### config.mk
export PLATFORM = sky130hd
export DESIGN_NAME = pc_reg_stack_flat
export DESIGN_NICKNAME = d
export VERILOG_FILES = /design/src/rtl/pc_reg_stack_if.sv /design/src/rtl/pc_reg_stack.sv /design/src/flat_wrapper.sv
export SDC_FILE = /design/constraint.sdc
export NUM_CORES = 1
export LEC_CHECK = 0
export CAP_MARGIN = 10
export CORE_UTILIZATION = 55
export DETAILED_ROUTE_END_ITERATION = 12
export PLACE_DENSITY = 0.85
export SYNTH_ARGS = -nofsm -noshare
export SYNTH_HDL_FRONTEND = slang
export SYNTH_SLANG_ARGS = --single-unit
### constraint.sdc
create_clock -name clk -period 2.8 [get_ports clk]
set_input_delay 0.28 -clock clk [delete_from_list [all_inputs] [get_ports clk]]
set_output_delay 0.28 -clock clk [all_outputs]
set_load 0.03 [all_outputs]
### src/rtl/pc_reg_stack_if.sv
// Command/status bundle between the control unit (master) and the
// program-counter register with its return-address stack (slave).
interface pc_reg_stack_if #(
  parameter int unsigned WIDTH = 8,
  parameter int unsigned DEPTH = 4
);
  localparam int unsigned DW = $clog2(DEPTH + 1);

  logic             load;
  logic             clr;
  logic             inc;
  logic             call;
  logic             ret;
  logic             err_clr;
  logic [WIDTH-1:0] data_in;
  logic [WIDTH-1:0] data_out;
  logic [WIDTH-1:0] top_out;
  logic [DW-1:0]    depth_out;
  logic             full;
  logic             empty;
  logic             wrap;
  logic             ovf_err;
  logic             unf_err;

  modport master (
    output load, clr, inc, call, ret, err_clr, data_in,
    input  data_out, top_out, depth_out, full, empty, wrap, ovf_err, unf_err
  );

  modport slave (
    input  load, clr, inc, call, ret, err_clr, data_in,
    output data_out, top_out, depth_out, full, empty, wrap, ovf_err, unf_err
  );
endinterface

### src/rtl/pc_reg_stack.sv
// Program-counter register with load/clr/inc-by-STEP and a DEPTH-entry
// return-address stack for call/ret, plus wrap pulse and sticky error flags.
module pc_reg_stack #(
  parameter int unsigned     WIDTH   = 8,
  parameter int unsigned     DEPTH   = 4,
  parameter int unsigned     STEP    = 1,
  parameter logic [WIDTH-1:0] RST_VAL = '0
) (
  input logic         clk,
  input logic         rst,
  pc_reg_stack_if.slave bus
);
  localparam int unsigned      DW      = $clog2(DEPTH + 1);
  localparam int unsigned      AW      = (DEPTH > 1) ? $clog2(DEPTH) : 1;
  localparam logic [WIDTH-1:0] STEP_W  = WIDTH'(STEP);
  localparam logic [DW-1:0]    DEPTH_W = DW'(DEPTH);
  localparam logic [DW-1:0]    ONE_D   = DW'(1);

  // Sum with carry out in the MSB; the carry drives the wrap pulse.
  function automatic logic [WIDTH:0] add_step(input logic [WIDTH-1:0] a);
    return {1'b0, a} + {1'b0, STEP_W};
  endfunction

  logic [WIDTH-1:0] data_p0;
  logic [DW-1:0]    depth_p0;
  logic             wrap_p0;
  logic             ovf_p0;
  logic             unf_p0;
  logic [WIDTH-1:0] stack_p0 [DEPTH];

  logic [WIDTH:0]   next_addr;
  logic             full;
  logic             empty;
  logic             push;
  logic             pop;
  logic [AW-1:0]    wr_idx;
  logic [AW-1:0]    top_idx;

  assign next_addr = add_step(data_p0);
  assign full      = (depth_p0 == DEPTH_W);
  assign empty     = (depth_p0 == '0);
  assign wr_idx    = AW'(depth_p0);
  assign top_idx   = AW'(depth_p0 - ONE_D);
  // call outranks ret, so a ret only pops when no call shares the edge
  assign push      = bus.call && !full;
  assign pop       = !bus.call && bus.ret && !empty;

  // Stage p0: register value, depth and flags
  always_ff @(posedge clk) begin
    if (rst) begin
      data_p0  <= RST_VAL;
      depth_p0 <= '0;
      wrap_p0  <= 1'b0;
      ovf_p0   <= 1'b0;
      unf_p0   <= 1'b0;
    end else begin
      wrap_p0 <= 1'b0;
      if (bus.err_clr) begin
        ovf_p0 <= 1'b0;
        unf_p0 <= 1'b0;
      end
      if (bus.call) begin
        if (push) begin
          depth_p0 <= depth_p0 + ONE_D;
          data_p0  <= bus.data_in;
          wrap_p0  <= next_addr[WIDTH];
        end else begin
          ovf_p0 <= 1'b1;
        end
      end else if (bus.ret) begin
        if (pop) begin
          data_p0  <= stack_p0[top_idx];
          depth_p0 <= depth_p0 - ONE_D;
        end else begin
          unf_p0 <= 1'b1;
        end
      end else if (bus.load) begin
        data_p0 <= bus.data_in;
      end else if (bus.clr) begin
        data_p0 <= '0;
      end else if (bus.inc) begin
        data_p0 <= next_addr[WIDTH-1:0];
        wrap_p0 <= next_addr[WIDTH];
      end
    end
  end

  // Stack storage carries no reset; only entries below depth_p0 are visible.
  always_ff @(posedge clk) begin
    if (!rst && push) begin
      stack_p0[wr_idx] <= next_addr[WIDTH-1:0];
    end
  end

  assign bus.data_out  = data_p0;
  assign bus.top_out   = empty ? '0 : stack_p0[top_idx];
  assign bus.depth_out = depth_p0;
  assign bus.full      = full;
  assign bus.empty     = empty;
  assign bus.wrap      = wrap_p0;
  assign bus.ovf_err   = ovf_p0;
  assign bus.unf_err   = unf_p0;
endmodule

### src/flat_wrapper.sv
// flat-port wrapper written by rule: the top's interface ports become plain ports
module pc_reg_stack_flat 
#(
  parameter int unsigned     WIDTH   = 8,
  parameter int unsigned     DEPTH   = 4,
  parameter int unsigned     STEP    = 1,
  parameter logic [WIDTH-1:0] RST_VAL = '0
)
  (clk, rst, bus_load, bus_clr, bus_inc, bus_call, bus_ret, bus_err_clr, bus_data_in, bus_data_out, bus_top_out, bus_depth_out, bus_full, bus_empty, bus_wrap, bus_ovf_err, bus_unf_err);
  pc_reg_stack_if #(.WIDTH(WIDTH), .DEPTH(DEPTH)) bus_i ();
  input logic clk;
  input logic rst;
  input wire logic [$bits(bus_i.load)-1:0] bus_load;
  input wire logic [$bits(bus_i.clr)-1:0] bus_clr;
  input wire logic [$bits(bus_i.inc)-1:0] bus_inc;
  input wire logic [$bits(bus_i.call)-1:0] bus_call;
  input wire logic [$bits(bus_i.ret)-1:0] bus_ret;
  input wire logic [$bits(bus_i.err_clr)-1:0] bus_err_clr;
  input wire logic [$bits(bus_i.data_in)-1:0] bus_data_in;
  output wire logic [$bits(bus_i.data_out)-1:0] bus_data_out;
  output wire logic [$bits(bus_i.top_out)-1:0] bus_top_out;
  output wire logic [$bits(bus_i.depth_out)-1:0] bus_depth_out;
  output wire logic [$bits(bus_i.full)-1:0] bus_full;
  output wire logic [$bits(bus_i.empty)-1:0] bus_empty;
  output wire logic [$bits(bus_i.wrap)-1:0] bus_wrap;
  output wire logic [$bits(bus_i.ovf_err)-1:0] bus_ovf_err;
  output wire logic [$bits(bus_i.unf_err)-1:0] bus_unf_err;
  assign bus_i.load = bus_load;
  assign bus_i.clr = bus_clr;
  assign bus_i.inc = bus_inc;
  assign bus_i.call = bus_call;
  assign bus_i.ret = bus_ret;
  assign bus_i.err_clr = bus_err_clr;
  assign bus_i.data_in = bus_data_in;
  assign bus_data_out = bus_i.data_out;
  assign bus_top_out = bus_i.top_out;
  assign bus_depth_out = bus_i.depth_out;
  assign bus_full = bus_i.full;
  assign bus_empty = bus_i.empty;
  assign bus_wrap = bus_i.wrap;
  assign bus_ovf_err = bus_i.ovf_err;
  assign bus_unf_err = bus_i.unf_err;
  pc_reg_stack #(.WIDTH(WIDTH), .DEPTH(DEPTH), .STEP(STEP), .RST_VAL(RST_VAL)) u_core (.clk(clk), .rst(rst), .bus(bus_i));
endmodule
# Word level (Yosys, flattened, before mapping)
# Memories as Yosys holds them, arrays and structs flattened.
# Cells that the tools add are included.
[totals]
regBits = 14
ramBits = 32
in_bits = 16
out_inout_bits = 24
wordCells = 53
n_memories = 1
[mem_list]
columns = ["memory", "depth", "width", "rd", "rd_ports_with_merged_regs", "wr", "line", "source"]
rows = [
  ["u_core.stack_p0", 4, 8, 1, 0, 1, "pc_reg_stack.sv:29", "logic [WIDTH-1:0] stack_p0 [DEPTH];"],
]
[op_classes]
add_sub_neg = 3
n_eq_ne = 3
mux = 27
n_reduce_logical = 14
[ops]
columns = ["operator", "count"]
rows = [
  ["8-bit two-way mux", 8],
  ["1-bit two-way mux", 15],
  ["3-bit two-way mux", 4],
  ["8-bit by 1-bit adder with 9-bit output (second input constant)", 1],
  ["3-bit AND reduction", 2],
  ["5-bit nonzero test", 1],
  ["1-bit logical AND", 4],
  ["1-bit logical NOT", 4],
  ["2-bit nonzero test", 2],
  ["3-bit by 1-bit adder with 3-bit output (second input constant)", 1],
  ["3-bit equality test (second input constant)", 1],
  ["3-bit logical NOT", 1],
  ["3-bit by 2-bit != test with 1-bit output (second input constant)", 1],
  ["3-bit by 1-bit subtractor with 3-bit output (second input constant)", 1],
  ["2-bit by 1-bit != test with 1-bit output (second input constant)", 1],
]

# Logic depth before layout (Yosys ltp)
[logic_depth]
depth_word = 6
mapped_depth = 8

# Worst setup path before layout
# Ideal clock, no wire load.
[synth_timing]
kind = "reg2out"
startpoint = "reg u_core.depth_p0[0], in the netlist u_core.bus.depth_out[0]"
endpoint = "out bus_top_out[6]"
arrival_time_ns = 1.864
setup_slack_ns = 0.656
path_stages_with_launch = 7
cell_sequence = "dfxtp_1 buf_6 inv_1 ha_1 clkbuf_8 mux4_2 and2_1"
[synth_between]
elab_chain_len = 3
elab_cells_between_ends = 4
classes_between = "add/sub (1); mux (1); reduce/logical (1); memory (1)"
[synth_rtl]
columns = ["element", "line", "source"]
rows = [
  ["start, declared", "pc_reg_stack.sv:25", "logic [DW-1:0] depth_p0;"],
  ["start signal, assigned", "pc_reg_stack.sv:64", "depth_p0 <= depth_p0 + ONE_D;"],
  ["start signal, assigned", "pc_reg_stack.sv:73", "depth_p0 <= depth_p0 - ONE_D;"],
  ["3-bit by 1-bit subtractor with 3-bit output", "pc_reg_stack.sv:43", "assign top_idx = AW'(depth_p0 - ONE_D);"],
  ["memory read 4 x 8 bit", "-", ""],
  ["8-bit two-way mux (*)", "pc_reg_stack.sv:96", "assign bus.top_out = empty ? '0 : stack_p0[top_idx];"],
  ["end, declared", "flat_wrapper.sv:21", "output wire logic [$bits(bus_i.top_out)-1:0] bus_top_out;"],
]
# Mark *: on every way between the ends. The rest lies on a longest branch, timed or not.

# Final worst setup path
[layout_timing]
startpoint = "reg u_core.depth_p0[1], in the netlist u_core.bus.depth_out[1]"
endpoint = "out bus_top_out[5]"
# Same word-level chain as after synthesis.

==> qor.yml <==
cts_resized: 1
cts_tree: "done"
final_layout_size_suffix_gt1_frac: 0.163
numCtsBuffers: 5
syn-num-nets: 193
grt.total_usage: 0.263
grt_antenna_before_repair: 0
vdd_drop_max_mv: 0.646
die_h_um: 66.8
num_vias: 1606
nFillCells: 282
drc: 0
core_um2: 4000
synth_edf_count: 32
dp_hpwl_um: 3760
crit_type: "reg2out"
area_growth_pct: 22.2
hold_violations: 0
routabilityCongestion: 0.830
cp_max_fo: 9
start_util: 0.576
synth_cells: 171
seq_area_frac_synth: 0.538
ff2ff_path_depth: 6
setup_viol_count_final: 0
cp-end-kind: "output pin"
grt_max_degree: 15
synthDistinctLibCells: 45
worstHoldPathType: "reg2reg"
clockRootBuffer: "clkbuf_8"
synth-seq-cells: 46
grt_pass1_vias: 1570
setup_slack_ps: 175
synth_top_family_by_area: "simple AND/OR/NAND/NOR gates"
cp.required_ps: 2520
setup.worst_path.start: "u_core.bus.depth_out[1]"
p_leak_nw: 0.969
min_period_over_period: 0.937
cp-start-kind: "register"
ant_nets: 0
report.final.slew_viol_count: 0
ys_async_sr_fraction: 0
yosys.area_share.simple: 0.145
synth-compound-area-share: 0.120
power_density_nw_per_um2: 978
setup-tns-final_ps: 0
wire_per_inst_um: 19.7
r2r-start: "u_core.bus.depth_out[1]"
dr.pass1.iters: 4
nets: 236
h-tree-depth: 2
tightest_slew_ps: 539
portBuffers: 39
fin_crit_ps: 2620
rows: 23
grt_pass1_wl_um: 8170
most-common-layout-cells: "clkdlybuf4s50_1, edfxtp_1, dfxtp_1, and2_1, nand2_1"
via_per_inst: 6.06
insertion_delay_ps: 300
cts_setup_buffers: 0
path_clk_slew_ps: 90
syn_area_per_cell_um2: 13.5
cpMaxStageDelayCell: "clkdlybuf4s50_1"
io-pin-count: 40
drtIter0Drc: 90
slew_headroom: 0.640
ys_warn_count: 0
crit_chain: "inv_1 > ha_4 > mux4_2 > and2_1 > clkdlybuf4s50_1"
overflow: 0
synthXorXnorAreaFrac: 0.0342
antenna_cells: 0
whs_path_depth: 2
fmax_mhz: 381
rsz0062_at_grt: "false"
slowest_delay_ps: 590
place_ws_ps: 254
clock_skew_ps: 11.9
synthMuxAreaShare: 0.0868
outcome: "finished, final reports clean"
numClockSinks: 46
die_w_um: 66.8
maxCapViolCount: 0
synthAdderAreaFrac: 0.0326
netlist_area_um2: 2310
design.die.area_um2: 4460
clk_path_buf_depth: 2
worst_hold_startpoint: "u_core.bus.ovf_err"
wl_um: 5230
cp.arrival_ps: 2340
final_common_cell: "clkdlybuf4s50_1"
synthFlopType: "edfxtp_1"
hold_buffers: 0
sequential cells by signal, indices dropped and copies added, names as in the netlist:
register              count
u_core.bus.wrap           1
u_core.bus.depth_out      3
u_core.stack_p0          32
u_core.bus.unf_err        1
u_core.bus.data_out       8
u_core.bus.ovf_err        1
cell type report:
type                    instances  area, um^2  area share
clock buffers                   6        72.6      0.0257
inverters                       8        30.0      0.0107
well taps                      50        62.6      0.0222
clock inverters                 2        13.8     0.00488
flip-flops and latches         46        1240       0.440
multi-input cells             110         978       0.347
repair buffers                 43         420       0.149
Yosys cell counts (all sizes together) (3+ instances only):
cell	count	area share
edfxtp	32	0.42
dfxtp	14	0.12
and2	12	0.033
nand2	10	0.016
inv	8	0.013
mux4	8	0.078
xnor2	8	0.030
nor2	7	0.011
a21oi	6	0.013
a221oi	6	0.028
ha	6	0.033
o21ai	6	0.013
a211oi	4	0.015
clkbuf	4	0.017
nand3	4	0.0087
buf	3	0.013
nand2b	3	0.0081
or2	3	0.0081
through the flow:
stage	power (mW)	instance area (um^2)	utilization	hold WS, ps	instances
2_1_floorplan	1.87	2310	-	429	171
3_3_place_gp	2.29	2720	0.680	463	257
3_5_place_dp	2.34	2720	0.680	482	257
4_1_cts	2.73	2810	0.702	495	265
5_1_grt	2.88	2820	0.705	509	265
6_report	2.76	2820	0.705	491	265
metal layers:
layer	global-route usage	share of wire	vias up	wire, um
met2	0.452	0.52	68	2730
met1	0.326	0.38	793	1980
met5	0	0	-	0
met4	0.0665	0.0055	0	29
met3	0.0685	0.093	3	485
li1	-	-	742	-
power breakdown:
group          total, mW  switching (mW)  internal, mW  leakage [nW]
clock network      0.400           0.224         0.176        0.0452
registers          0.982           0.102         0.880         0.410
logic               1.37           0.772         0.602         0.514
total               2.76            1.10          1.66         0.969
critical path: cells and delay by family, from the launching register on:
family | cells | cell delay [ps]
buffers and inverters | 2 | 710
muxes | 1 | 350
adders and majority gates | 1 | 390
DFF | 1 | 400
and+or+nand+nor | 1 | 180
kinds of logic after synthesis:
group,after synthesis
buffers and inverters,15
multiplexers,10
flip-flops,46
XOR/XNOR,9
AND/OR/NAND/NOR,52
adder cells (fa/ha/maj),6
AO/OA/AOI/OAI,33
path summary, 6_finish.rpt:
check / slack (ps) / end
setup / recovery: 180 / bus_top_out[5]
hold / removal: 490 / u_core.bus.ovf_err
setup reg to reg: 840 / u_core.stack_p0[2][2]
hold reg to reg: 490 / u_core.bus.ovf_err
Note: power is estimated with default switching activity, not from simulation.
